File: config.mk
export PLATFORM = sky130hd
export DESIGN_NAME = npc_branch_ctrl
export DESIGN_NICKNAME = d
export VERILOG_FILES = /design/src/rtl/npc_branch_ctrl_pkg.sv /design/src/rtl/npc_branch_ctrl_br_taken_decode.sv /design/src/rtl/npc_branch_ctrl.sv
export SDC_FILE = /design/constraint.sdc
export NUM_CORES = 1
export LEC_CHECK = 0
export ABC_AREA = 1
export CAP_MARGIN = 30
export CORE_ASPECT_RATIO = 0.8
export CORE_UTILIZATION = 45
export CTS_CLUSTER_SIZE = 25
export DETAILED_ROUTE_END_ITERATION = 10
export PLACE_DENSITY = 0.78
export SYNTH_ARGS = -nofsm -noshare
export SYNTH_HDL_FRONTEND = slang
export SYNTH_HIERARCHICAL = 1
export SYNTH_SLANG_ARGS = --single-unit
File: constraint.sdc
create_clock -name clk -period 3 [get_ports clk]
set_clock_uncertainty 0.05 [all_clocks]
set_input_delay 0.9 -clock clk [delete_from_list [all_inputs] [get_ports clk]]
set_output_delay 0.9 -clock clk [all_outputs]
set_load 0.1 [all_outputs]
File: src/rtl/npc_branch_ctrl_pkg.sv
// Shared definitions for the next-PC / branch control slice.
// Holds the funct3 encodings for the conditional branches, the default reset PC
// and the flush FSM state encoding.
package npc_branch_ctrl_pkg;

    // funct3 encodings of the conditional branches this block resolves
    localparam logic [2:0] BR_BEQ = 3'b000;
    localparam logic [2:0] BR_BNE = 3'b001;
    localparam logic [2:0] BR_BLT = 3'b100;
    localparam logic [2:0] BR_BGE = 3'b101;

    localparam logic [31:0] RESET_PC_DEFAULT = 32'h0000_0000;

    typedef enum logic {
        ST_RUN   = 1'b0,
        ST_FLUSH = 1'b1
    } flush_state_t;

    // Sequential fetch step; wraps 32'hFFFF_FFFC -> 32'h0000_0000.
    function automatic logic [31:0] pc_inc(input logic [31:0] p);
        return p + 32'd4;
    endfunction

endpackage

File: src/rtl/npc_branch_ctrl_br_taken_decode.sv
// Purpose : decides whether the instruction in ID redirects fetch.
// Latency : purely combinational.
// Backpressure: none; the caller qualifies the result with its own stall.
// Ports   : br_valid/br_type/breq/brlt describe a conditional branch,
//           jal/jalr are unconditional; taken is the combined redirect request.
module br_taken_decode
    import npc_branch_ctrl_pkg::*;
(
    input  logic       br_valid,
    input  logic [2:0] br_type,
    input  logic       breq,
    input  logic       brlt,
    input  logic       jal,
    input  logic       jalr,
    output logic       taken
);

    logic cond;

    always_comb begin
        cond = 1'b0;
        case (br_type)
            BR_BEQ:  cond = breq;
            BR_BNE:  cond = ~breq;
            BR_BLT:  cond = brlt;
            BR_BGE:  cond = ~brlt;
            default: cond = 1'b0;   // BLTU/BGEU and reserved codes never redirect here
        endcase
    end

    assign taken = jalr | jal | (br_valid & cond);

endmodule

File: src/rtl/npc_branch_ctrl.sv
// Purpose : owns the fetch PC, resolves branch/jump redirects from ID and squashes
//           wrong-path fetches through a small flush FSM; keeps branch/taken statistics.
// Latency : decision is combinational from inputs; pc/flush/misalign update next edge.
// Backpressure: stall freezes PC, FSM, flush down-counter and statistics.
// Ports   : clk, rst_n (sync, active-low); ID-side control (stall, br_valid, br_type,
//           jal, jalr, id_pc, imm, rs1_data, breq, brlt); outputs pc, flush, misalign,
//           br_cnt, taken_cnt.
module npc_branch_ctrl
    import npc_branch_ctrl_pkg::*;
#(
    parameter logic [31:0] RESET_PC     = RESET_PC_DEFAULT,
    parameter int unsigned FLUSH_CYCLES = 1,
    parameter int unsigned CNT_W        = 32
) (
    input  logic             clk,
    input  logic             rst_n,
    input  logic             stall,
    input  logic             br_valid,
    input  logic [2:0]       br_type,
    input  logic             jal,
    input  logic             jalr,
    input  logic [31:0]      id_pc,
    input  logic [31:0]      imm,
    input  logic [31:0]      rs1_data,
    input  logic             breq,
    input  logic             brlt,
    output logic [31:0]      pc,
    output logic             flush,
    output logic             misalign,
    output logic [CNT_W-1:0] br_cnt,
    output logic [CNT_W-1:0] taken_cnt
);

    // Down-counter preload: number of extra flush cycles after the first one.
    localparam logic [1:0] FLUSH_INIT = 2'(FLUSH_CYCLES - 1);

    flush_state_t     state, state_nxt;
    logic [1:0]       cnt, cnt_nxt;
    logic [31:0]      pc_nxt;
    logic             flush_nxt;
    logic             misalign_nxt;
    logic [CNT_W-1:0] br_cnt_nxt, taken_cnt_nxt;

    logic             taken;
    logic [31:0]      tgt_base;
    logic [31:0]      tgt_raw;
    logic [31:0]      tgt;

    br_taken_decode u_taken (
        .br_valid (br_valid),
        .br_type  (br_type),
        .breq     (breq),
        .brlt     (brlt),
        .jal      (jal),
        .jalr     (jalr),
        .taken    (taken)
    );

    // jalr wins over jal/branch; jal and branches share the PC-relative adder.
    assign tgt_base = jalr ? rs1_data : id_pc;
    assign tgt_raw  = jalr ? ((tgt_base + imm) & ~32'h1) : (tgt_base + imm);
    // Fetch is word-aligned: low bits are dropped, bit1 is reported via misalign.
    assign tgt      = tgt_raw & ~32'h3;

    always_comb begin
        state_nxt     = state;
        cnt_nxt       = cnt;
        pc_nxt        = pc;
        flush_nxt     = flush;
        misalign_nxt  = 1'b0;
        br_cnt_nxt    = br_cnt;
        taken_cnt_nxt = taken_cnt;

        if (!stall) begin
            if (state == ST_RUN) begin
                if (br_valid | jal | jalr) begin
                    br_cnt_nxt = br_cnt + CNT_W'(1);
                end
                if (taken) begin
                    pc_nxt        = tgt;
                    flush_nxt     = 1'b1;
                    misalign_nxt  = tgt_raw[1];
                    taken_cnt_nxt = taken_cnt + CNT_W'(1);
                    cnt_nxt       = FLUSH_INIT;
                    state_nxt     = ST_FLUSH;
                end else begin
                    pc_nxt = pc_inc(pc);
                end
            end else begin
                // Instruction in ID is on the wrong path: its control bits are ignored.
                pc_nxt = pc_inc(pc);
                if (cnt == 2'd0) begin
                    flush_nxt = 1'b0;
                    state_nxt = ST_RUN;
                end else begin
                    cnt_nxt = cnt - 2'd1;
                end
            end
        end
    end

    always_ff @(posedge clk) begin
        if (!rst_n) begin
            state     <= ST_RUN;
            cnt       <= 2'd0;
            pc        <= RESET_PC;
            flush     <= 1'b0;
            misalign  <= 1'b0;
            br_cnt    <= '0;
            taken_cnt <= '0;
        end else begin
            state     <= state_nxt;
            cnt       <= cnt_nxt;
            pc        <= pc_nxt;
            flush     <= flush_nxt;
            misalign  <= misalign_nxt;
            br_cnt    <= br_cnt_nxt;
            taken_cnt <= taken_cnt_nxt;
        end
    end

endmodule

# After elaboration in Yosys (flattened, before gate mapping)
# Index checks and enable logic that the tools add are counted.
[totals]
in_bits = 107
regBits = 101
elab_cells = 49
out_inout_bits = 98
[classes]
n_eq_ne = 5
n_mux = 13
n_addsub = 5
n_bitwise = 11
reduce_logical = 8
[ops]
columns = ["operator", "n"]
rows = [
  ["32-bit two-way mux", 3],
  ["32-bit by 1-bit adder with 32-bit output (second input constant)", 2],
  ["32-bit by 3-bit adder with 32-bit output (second input constant)", 1],
  ["32-bit adder", 1],
  ["3-bit AND reduction", 4],
  ["3-bit equality test (second input constant)", 2],
  ["1-bit two-way mux", 6],
  ["2-bit two-way mux", 3],
  ["1-bit inverter", 6],
  ["1-bit bitwise OR", 4],
  ["1-bit case mux with 4 select lines", 1],
  ["4-bit OR reduction", 1],
  ["3-bit by 1-bit equality test with 1-bit output (second input constant)", 1],
  ["3-bit zero test", 1],
  ["2-bit zero test", 1],
  ["2-bit by 1-bit inequality test with 1-bit output (second input constant)", 1],
  ["2-bit inequality test (second input constant)", 1],
  ["2-bit nonzero test", 1],
  ["2-bit by 1-bit subtractor with 2-bit output (second input constant)", 1],
  ["1-bit AND", 1],
]

# Logic depth before layout (Yosys ltp)
# Gate-level depths: netlist (run 1).
[logic_depth]
ltp_word = 6
mapped_depth = 20
ltp_nobuf = 18

# Hierarchy
# The synthesis (run 1) kept the hierarchy.
[by_module_without_submodules]
columns = ["mod", "seq_area_each_um2", "instances", "area_each_um2", "cells_per_inst"]
rows = [
  ["npc_branch_ctrl", 1981.9, 1, 7663.6, 1271],
  ["br_taken_decode", 0.0, 1, 60.1, 15],
]

# Worst setup path before layout (run 1)
# Ideal clock, no wire load.
[synth_timing]
path_type = "input port to flip-flop"
start = "input port jalr"
end = "register pc[19]"
t_arrival_ns = 2.794
setup_ns = 0.128
required_ns = 2.822
path_buffers = 2
setup_slack_ns = 0.027
path_stages = 17
path_cell_list = "buf_4 inv_2 clkbuf_1 nand2_1 nand2_1 ha_1 a21oi_1 a21boi_0 nand2_1 nand2_1 nand2_1 nand2_1 nand2_1 nand2_1 nand3_1 nand2_1 a21oi_1"
[synth_between]
elab_chain_len = 4
elab_cells_between_ends = 6
classes_between = "add/sub: 1; mux: 3; bitwise: 2"
[synth_rtl]
columns = ["element", "line", "text"]
rows = [
  ["start, declared", "npc_branch_ctrl.sv:21", "input logic jalr,"],
  ["32-bit two-way mux / 1-bit bitwise OR (equally long branches)", "npc_branch_ctrl.sv:60, npc_branch_ctrl_br_taken_decode.sv:31", ""],
  ["32-bit adder / 1-bit bitwise OR (equally long branches)", "npc_branch_ctrl.sv:61, npc_branch_ctrl_br_taken_decode.sv:31", ""],
  ["32-bit two-way mux *", "npc_branch_ctrl.sv:79", "if (taken) begin"],
  ["32-bit two-way mux *", "npc_branch_ctrl.sv:75", "if (state == ST_RUN) begin"],
  ["end signal, assigned", "npc_branch_ctrl.sv:114", "pc <= pc_nxt;"],
  ["end, declared", "npc_branch_ctrl.sv:27", "output logic [31:0] pc,"],
]
# Every way passes the cells marked *; elsewhere a longest branch is shown, timed or not.
# A chain may end at the register's enable or synchronous reset.

# Worst setup path in the final report (run 1)
[layout_timing]
start = "input port imm[0]"
end = "register pc[24]"
[layout_between]
elab_chain_len = 3
[layout_rtl]
columns = ["element", "line", "text"]
rows = [
  ["start, declared", "npc_branch_ctrl.sv:23", "input logic [31:0] imm,"],
  ["32-bit adder", "npc_branch_ctrl.sv:61", "assign tgt_raw = jalr ? ((tgt_base + imm) & ~32'h1) : (tgt_base + imm);"],
  ["32-bit two-way mux", "npc_branch_ctrl.sv:79", ""],
  ["32-bit two-way mux", "npc_branch_ctrl.sv:75", ""],
]
# No other way between the ends.

==> results summary, run 1 <==
The cell area that synthesis handed to floorplanning was 7724 um^2. The total wire length came out at 25.97 mm. The total power came out at 4.309 mW.

The length of routed met3 wiring came out at 2.070 mm. The pin count of the biggest net entering global routing is 50. The post-route cell area is between 10000 and 15000 um^2. The kind of path behind the tightest hold check is reg -> reg.

The worst slew margin relative to its limit is 55.33%. The wire length on met1 is ~12 mm. The global-route wire length before repair came out at between 40 and 50 mm. In the final layout, the share of cells above drive strength 1 is between 20 and 25%.

The number of iterations in the first detailed-routing pass came out at 5. The post-route minimum period is around 2.9 ns. Yosys attributes the largest share of cell area to sky130_fd_sc_hd__dfxtp_1 26%, sky130_fd_sc_hd__nand2_1 18%, sky130_fd_sc_hd__a21oi_1 8.1%. The horizontal die dimension is 148.5 um. The post-route fraction of the period consumed by the critical path is between 90% and 100%. The number of DRC violations after detailed routing came out at 0. The synthesized design contains slightly below 100 register bits. The number of distinct library cell variants in the gate-level netlist after synthesis came out at 49. The final layout contains 1752 nets. The number of standard-cell rows in the floorplan is 42. Data on the critical path is required at its endpoint by 3.17 ns. On the critical path, the stage with the largest delay is an instance of sky130_fd_sc_hd__clkdlybuf4s50_1.

Setup repair after global routing could not meet its margin everywhere. In the layout the commonest cells are 348 x sky130_fd_sc_hd__nand2_1, 239 x sky130_fd_sc_hd__buf_4, 137 x sky130_fd_sc_hd__inv_1. For this run, the slowest stage of the critical path takes approximately 0.44 ns. The clock net in this run drives a total of slightly below 100 sinks.

The detailed-route vias per instance came out at approximately 5.2. The leakage component of the power came out at 5.084 nW. The capturing element type of the critical path is a flop. The largest voltage drop on the vdd net is 0.3401 mV.

The maximum number of buffers from clock root to sink came out at 2. The number of global-route vias before repair came to 8910. Compared with the post-synthesis result, the final layout area differs by 44.79%.

Timing would allow up to between 300 and 400 MHz. The register-to-register setup slack is approximately 0.76 ns. Routed signal wires occupy layers up through met4. The number of nets with antenna violations after routing is 0.

Buffers inserted during clock tree synthesis total 9. The synthesized instance count is 1286. At the pin with the least slew margin, the transition time is 0.6650 ns.

Following the worst setup path forward leads to its endpoint at pc[24]. The area of placed instances is about 11000 um^2. The timing startpoint of the critical path is imm[0]. TritonCTS built the clock tree. The launch point of the worst reg-to-reg path is pc[14]. The worst-skew pair later-pin latency came out at about 0.35 ns.

The die footprint came out at between 15000 and 20000 um^2. The die extent in y came out at ~120 um. The post-synthesis sequential area ratio came out at ~26%. The HPWL after detailed placement is a little over 20 mm. The number of antenna violations at the first check in global routing came out at 0.

In the final timing run, aggregate negative setup slack is 0 ns. The most common cell after layout, fill and taps aside is sky130_fd_sc_hd__nand2_1. The final hold violation count is 0. The H-tree was split into 3 levels. The number of cells on the worst reg-to-reg path is 9. Walking the worst path, the cells encountered are clkdlybuf4s50_1 -> a21boi_2 -> fa_1 -> nand3_1 -> nand2_2 -> nand3_1 -> nand2_2 -> nand2_2 -> nand2_2 -> buf_4 -> nand2_1 -> nand2_1 -> nand2_1 -> nand3_2 -> nand2_1 -> a21oi_1. The warning count from the yosys run came out at 6. The critical path startpoint category is a primary input. The max-slew violation count came out at 0. The number of diodes added for antenna fixing is 0. The routed length per instance came out at 14.15 um.

The top-level I/O count is between 200 and 250. After global routing the overflow that remains totals 0. The violation count after the first detailed-routing iteration came out at roughly 690. The number of max-cap violations came out at 0. The routed wire length on met2 is 11.18 mm. The mean instance size in the synthesized netlist came out at 6.006 um^2.

The total power divided by cell area came out at 385.3 nW/um^2. The final estimated routing congestion in global placement came out at ~0.95. The critical path is of the in -> reg type. The effective utilization at floorplan is 46.36%.

The run finished with clean final reports. The number of hold buffers added after CTS was 0. The critical-path maximum fanout came out at 3. The total routing usage reported by global routing came out at a little under 30%. Summed over all instances, the cell type with the most area after synthesis is sky130_fd_sc_hd__dfxtp_1. The end of the worst register-to-register path is pc[24]. The final-report setup violation count came out at 0. The clock-pin slew reported for the worst setup and hold paths after clock tree synthesis came out at around 0.07 ns. The area of the placeable core came out at around 17000 um^2. The via count is roughly 9600. The critical path arrival came out at roughly 3 ns. The clock root buffer is sky130_fd_sc_hd__clkbuf_16.

The count of buffers from port buffering came out at roughly 200. In this run the biggest area consumer among cell types represents 25.66% of the synthesized area.
## timing repair
item / CTS / global route
setup buffers: 0 / 3
resized for setup: 11 / 51
pin swaps: 0 / 12
hold endpoints to repair: 0 / 0
cloned: 1 / 0
setup endpoints to repair: 21 / 34
## per-stage QoR
step | util (%) | hold slack [ns] | setup slack (ns) | instances
CTS | 66.09 | 0.4249 | 0.02601 | 1832
finish | 67.13 | 0.4243 | 0.1216 | 1835
detailed placement | 64.15 | 0.4100 | -0.8934 | 1815
floorplan | - | 0.3930 | 0.02727 | 1287
global route | 67.13 | 0.4521 | -0.05529 | 1835
global placement | 64.15 | 0.4083 | -0.6896 | 1815
## cells in the mapped netlist, drive strengths merged
| master | instances |
|---|---|
| a211oi | 5 |
| a21boi | 2 |
| a21o | 1 |
| a21oi | 125 |
| a221oi | 2 |
| a31oi | 4 |
| and2 | 1 |
| and3 | 2 |
| buf | 12 |
| clkbuf | 23 |
| clkinv | 1 |
| conb | 1 |
| dfxtp | 99 |
| fa | 1 |
| ha | 34 |
| inv | 145 |
| nand2 | 366 |
| nand3 | 74 |
| nand3b | 5 |
| nand4 | 29 |
| nor2 | 153 |
| nor3 | 39 |
| nor3b | 6 |
| nor4 | 9 |
| o211ai | 2 |
| o21a | 5 |
| o21ai | 95 |
| o21bai | 4 |
| o22ai | 7 |
| o31ai | 1 |
| or2 | 5 |
| xnor2 | 10 |
| xor2 | 18 |
## worst max-delay path, delay by kind of cell
kind / cells / cell delay, ns
and+or+nand+nor: 11 / 0.94
buffers and inverters: 2 / 0.58
AOI/OAI and AO/OA: 2 / 0.25
adders and majority gates: 1 / 0.39
## layout make-up
cell class	count	area [um^2]
Clock buffer	9	225.2
Multi-Input combinational cell	1007	5194
Clock inverter	7	71.32
Tap cell	220	275.3
Inverter	146	555.5
Timing Repair Buffer	347	2880
Fill cell	1488	5475
Sequential cell	99	1982
## flip-flops by register name, indices dropped and copies added (netlist names)
signal     flops
br_cnt        32
taken_cnt     32
pc            30
cnt            2
flush          1
misalign       1
state          1
## power breakdown
group          leakage (nW)  internal [mW]  switching [mW]
registers             0.806           1.37          0.0803
clock network         0.145          0.590           0.569
logic                  4.13          0.646            1.06
total                  5.08           2.60            1.71
## per-layer routing
metal	up-vias	track usage, %
li1	4892	-
met1	4305	41.31
met2	371	46.73
met3	26	5.326
met4	0	5.992
met5	-	0
## how the worst min path moves through the flow
stage	from	cells past startpoint	slack (ns)	endpoint
2_1_floorplan	cnt[1]	2	0.39	cnt[1]
3_3_place_gp	br_cnt[12]	2	0.41	br_cnt[12]
3_5_place_dp	br_cnt[12]	2	0.41	br_cnt[12]
4_1_cts	flush	2	0.42	flush
5_1_grt	br_cnt[12]	2	0.45	br_cnt[12]
6_report	cnt[1]	2	0.42	cnt[1]
## cell families after synthesis
| group | count (synthesis) | share of synthesized area [%] |
|---|---|---|
| AOI/OAI and AO/OA | 253 | 17.38 |
| xor gates and xnor gates | 28 | 3.175 |
| adders and majority gates | 35 | 5.767 |
| buffers and inverters | 181 | 9.056 |
| DFF | 99 | 25.66 |
| other | 1 | 0.04855 |
| and+or+nand+nor | 689 | 38.91 |
Power figures use the tool's default switching activity.
==> inputs of run 2 (changes only) <==
Settings changed: PLACE_DENSITY 0.78 to 0.74, SYNTH_HIERARCHICAL 1 to unset.
==> run 2 against run 1 <==
The flow now finishes with violations (design-rule violations). Count of clock-buffer cells in the layout up 1. Die area is 5.1% higher. Wire length increased by 4.0%. Maximum frequency increased by 1.2%. Critical endpoint unchanged.
==> results summary, run 2 <==
The clock-pin slew reported for the worst setup and hold paths after clock tree synthesis came out at 0.07 ns (about the same). The transition time at the pin with the least slew margin is 0.7457 ns (was 0.6650 ns). The post-synthesis sequential area ratio came out at 24.39% (was 25.66%). The final estimated routing congestion in global placement was 0.9334 (was 0.9461). The number of synthesized flops with an enable pin came to 0 (unchanged). The total wire length came to 26.99 mm (was 25.97 mm). The post-route minimum period is 2.844 ns (was 2.878 ns).

The number of nets in the layout came out at 1787 (was 1752). The global-route wire length before repair is 42.93 mm (was 42.48 mm). The total routing usage reported by global routing came to 28.49% (was 29.44%). The clock tree from TritonCTS is yes (unchanged). The number of standard-cell rows in the floorplan is 43 (was 42).

The type of the worst setup path is in -> reg (unchanged). The count of state elements after synthesis is 99 (unchanged). The area of the placeable core is 17490 um^2 (was 16660 um^2). The area growth from synthesis to final layout came to 38.34% (was 44.79%). The detailed-route vias per instance is 5.199 (was 5.228). The number of distinct library cell variants in the gate-level netlist after synthesis came out at 51 (was 49). The most common cell after layout, fill and taps aside is sky130_fd_sc_hd__nand2_1 (unchanged).

The critical-path maximum fanout is 4 (was 3). The final-report setup violation count is 0 (unchanged). The most instantiated flip-flop cell in the synthesis netlist was sky130_fd_sc_hd__dfxtp_1 (unchanged).

The library cell with the largest summed area after synthesis is sky130_fd_sc_hd__dfxtp_1 (unchanged). The number of iterations in the first detailed-routing pass is 8 (was 5). The sink count of the clock tree came out at 99 (unchanged). The cell area after synthesis came out at 8125 um^2 (was 7724 um^2). The largest voltage drop on the vdd net is 0.2806 mV (was 0.3401 mV). The effective utilization at floorplan came out at 46.47% (was 46.36%). Unrepaired setup endpoints after global routing: false (was true). Most frequent cells in the layout: 420 x sky130_fd_sc_hd__nand2_1, 200 x sky130_fd_sc_hd__buf_4, 138 x sky130_fd_sc_hd__inv_1 (was 348 x sky130_fd_sc_hd__nand2_1, 239 x sky130_fd_sc_hd__buf_4, 137 x sky130_fd_sc_hd__inv_1). The total CTS buffers is 9 (unchanged). The number of DRC violations after detailed routing came out at 9 (was 0). The fmax came out at 351.6 MHz (was 347.4 MHz).

The fraction of layout instances using a drive strength above 1 is 16.24% (was 20.56%). Leading cell types by count after synthesis: 422 x sky130_fd_sc_hd__nand2_1, 138 x sky130_fd_sc_hd__inv_1, 129 x sky130_fd_sc_hd__nor2_1, 118 x sky130_fd_sc_hd__a21oi_1, 99 x sky130_fd_sc_hd__dfxtp_1 (was 361 x sky130_fd_sc_hd__nand2_1, 139 x sky130_fd_sc_hd__nor2_1, 138 x sky130_fd_sc_hd__inv_1, 125 x sky130_fd_sc_hd__a21oi_1, 99 x sky130_fd_sc_hd__dfxtp_1). The fraction of synthesized cell area taken by the top area cell type is 24.39% (was 25.66%). The warning count from the yosys run is 0 (was 6). The synthesized instance count is 1357 (was 1286). The routed length per instance is 14.40 um (was 14.15 um). The total power divided by cell area came out at 378.1 nW/um^2 (was 385.3 nW/um^2). The share of synthesized flip-flops with an asynchronous set or reset came to 0% (unchanged). The checks that failed: design-rule violations.

The final hold violation count is 0 (unchanged). The leakage component of the power is 5.056 nW (was 5.084 nW). The maximum number of buffers from clock root to sink came to 2 (unchanged). The clock root buffer is sky130_fd_sc_hd__clkbuf_16 (unchanged). The die extent in y came out at 122.2 um (was 119.2 um).

The horizontal die dimension came out at 152.2 um (was 148.5 um). The critical path startpoint category is a primary input (unchanged). The kind of path behind the tightest hold check is reg -> reg (unchanged). The leftover overflow at the end of global routing is 0 (unchanged). The count of buffers from port buffering is 202 (unchanged). The die footprint came out at 18600 um^2 (was 17700 um^2). The post-route fraction of the period consumed by the critical path came out at 94.81% (was 95.95%). The number of antenna violations at the first check in global routing came out at 0 (unchanged). The violation count after the first detailed-routing iteration was 751 (was 691). Regs by FF count: br_cnt (32), taken_cnt (32), pc (30) (unchanged). The mean instance size in the synthesized netlist is 5.988 um^2 (was 6.006 um^2). The number of max-cap violations is 0 (unchanged). The max-slew violation count was 0 (unchanged). The HPWL reported at the end of detailed placement came out at 21.39 mm (was 20.55 mm). The required arrival time at the worst endpoint was 3.17 ns (about the same). The most frequently used cell type in the post-synthesis netlist is sky130_fd_sc_hd__nand2_1 (unchanged). The top-level I/O count came out at 205 (unchanged).

Leading cell types by total area after synthesis: sky130_fd_sc_hd__dfxtp_1 24%, sky130_fd_sc_hd__nand2_1 19%, sky130_fd_sc_hd__a21oi_1 7.3% (was sky130_fd_sc_hd__dfxtp_1 26%, sky130_fd_sc_hd__nand2_1 18%, sky130_fd_sc_hd__a21oi_1 8.1%). The pin count of the biggest net entering global routing is 57 (was 50). The sum of negative setup slack was 0 ns (unchanged). The depth of the CTS H-tree is 3 (unchanged).

The number of buffers added for setup after CTS is 0 (unchanged). The number of diodes added for antenna fixing is 0 (unchanged). The number of nets with antenna violations after routing is 0 (unchanged). The number of buffers added to fix hold violations after cts is 0 (unchanged).

The worst-skew pair later-pin latency came out at 0.35 ns (about the same). The capturing element type of the critical path is a flop (unchanged). The worst slew margin relative to its limit is 49.90% (was 55.33%). Status: complete, but fails checks (was complete, no violations). The total power is 4.250 mW (was 4.309 mW). The number of global-route vias before repair came out at 8774 (was 8910). The via count was 9749 (was 9594). The critical path arrival was 3.01 ns (was 3.05 ns).
## run 2: changes by cell type after synthesis, sizes merged, moves of 6 or more
cell   before  now
a21oi     125  119
nand2     366  426
nand3      74   86
nor2      153  138
nor3       39   46
o21ai      95   87
xor2       18   33
## run 2: path summary, 6_finish.rpt
kind               start  endpoint  slack, ns  depth (start not counted)
setup / recovery  imm[0]    pc[24]       0.16                         12
hold / removal    cnt[1]    cnt[1]       0.41                          2
setup reg to reg   pc[2]    pc[24]       0.66                         10
hold reg to reg   cnt[1]    cnt[1]       0.41                          2
## run 2: worst max-delay path, cell delays in order
cell and delay, ns:
sky130_fd_sc_hd__clkdlybuf4s50_1 0.42, sky130_fd_sc_hd__a21boi_2 0.18, sky130_fd_sc_hd__fa_1 0.37, sky130_fd_sc_hd__nand2_1 0.10
sky130_fd_sc_hd__nand2_1 0.07, sky130_fd_sc_hd__and2_2 0.20, sky130_fd_sc_hd__a21o_1 0.20, sky130_fd_sc_hd__nand3_1 0.08
sky130_fd_sc_hd__nand3_1 0.09, sky130_fd_sc_hd__or2_2 0.28, sky130_fd_sc_hd__nand2_1 0.07, sky130_fd_sc_hd__a21oi_1 0.06
## run 2: cells by family (layout without fill, tap and decap cells)
family                     count (synthesis)  after routing  synth area share, %
adders and majority gates                 35             35                5.482
other                                      1              2              0.04615
xor gates and xnor gates                  48             48                5.174
DFF                                       99             99                24.39
buffers and inverters                    182            474                8.608
AOI/OAI and AO/OA                        234            234                15.41
and+or+nand+nor                          758            758                40.88
## run 2: layout make-up
cell class                      instances  area [um^2]
Fill cell                            1689         6245
Multi-Input combinational cell       1077         5478
Timing Repair Buffer                  311         2660
Sequential cell                        99         1982
Inverter                              147        560.5
Tap cell                              225        281.5
Clock buffer                           10        229.0
Clock inverter                          6        50.05
## run 2: what timing repair did
item,in CTS,in global routing
resized for setup,7,15
cloned,0,1
pin swaps,0,1
hold endpoints to repair,0,0
endpoints found under the setup margin,25,18
## run 2: metrics by stage
stage                     hold WS, ns  util, %  instance area, um^2  setup slack, ns  instances
after CTS                      0.4194    63.95                11180          0.08867       1874
after global placement         0.4004    62.28                10890          -0.6777       1858
after floorplan                0.3892        -                 8132          0.01341       1358
after global routing           0.4439    64.29                11240          0.01093       1875
final                          0.4150    64.29                11240           0.1556       1875
after detailed placement       0.4102    62.28                10890          -0.7171       1858
## run 2: where the power goes
part | switching (mW) | leakage, nW | total, mW | internal [mW]
sequential | 0.0806 | 0.806 | 1.44 | 1.36
combinational | 1.04 | 4.11 | 1.67 | 0.634
clock | 0.556 | 0.135 | 1.13 | 0.575
## run 2: per-layer routing
metal | wire (um) | GRT usage (%) | part of all wire (%)
met5 | 0 | 0 | 0
met4 | 212 | 4.145 | 0.79
met3 | 2051 | 5.265 | 7.6
met2 | 11280 | 45.19 | 42
met1 | 13450 | 40.73 | 50
==> inputs of run 3 (changes only) <==
Settings changed: CTS_CLUSTER_DIAMETER set to 100.
==> results of run 3 <==
Final layout, timing and power as in run 2 (identical DEF).
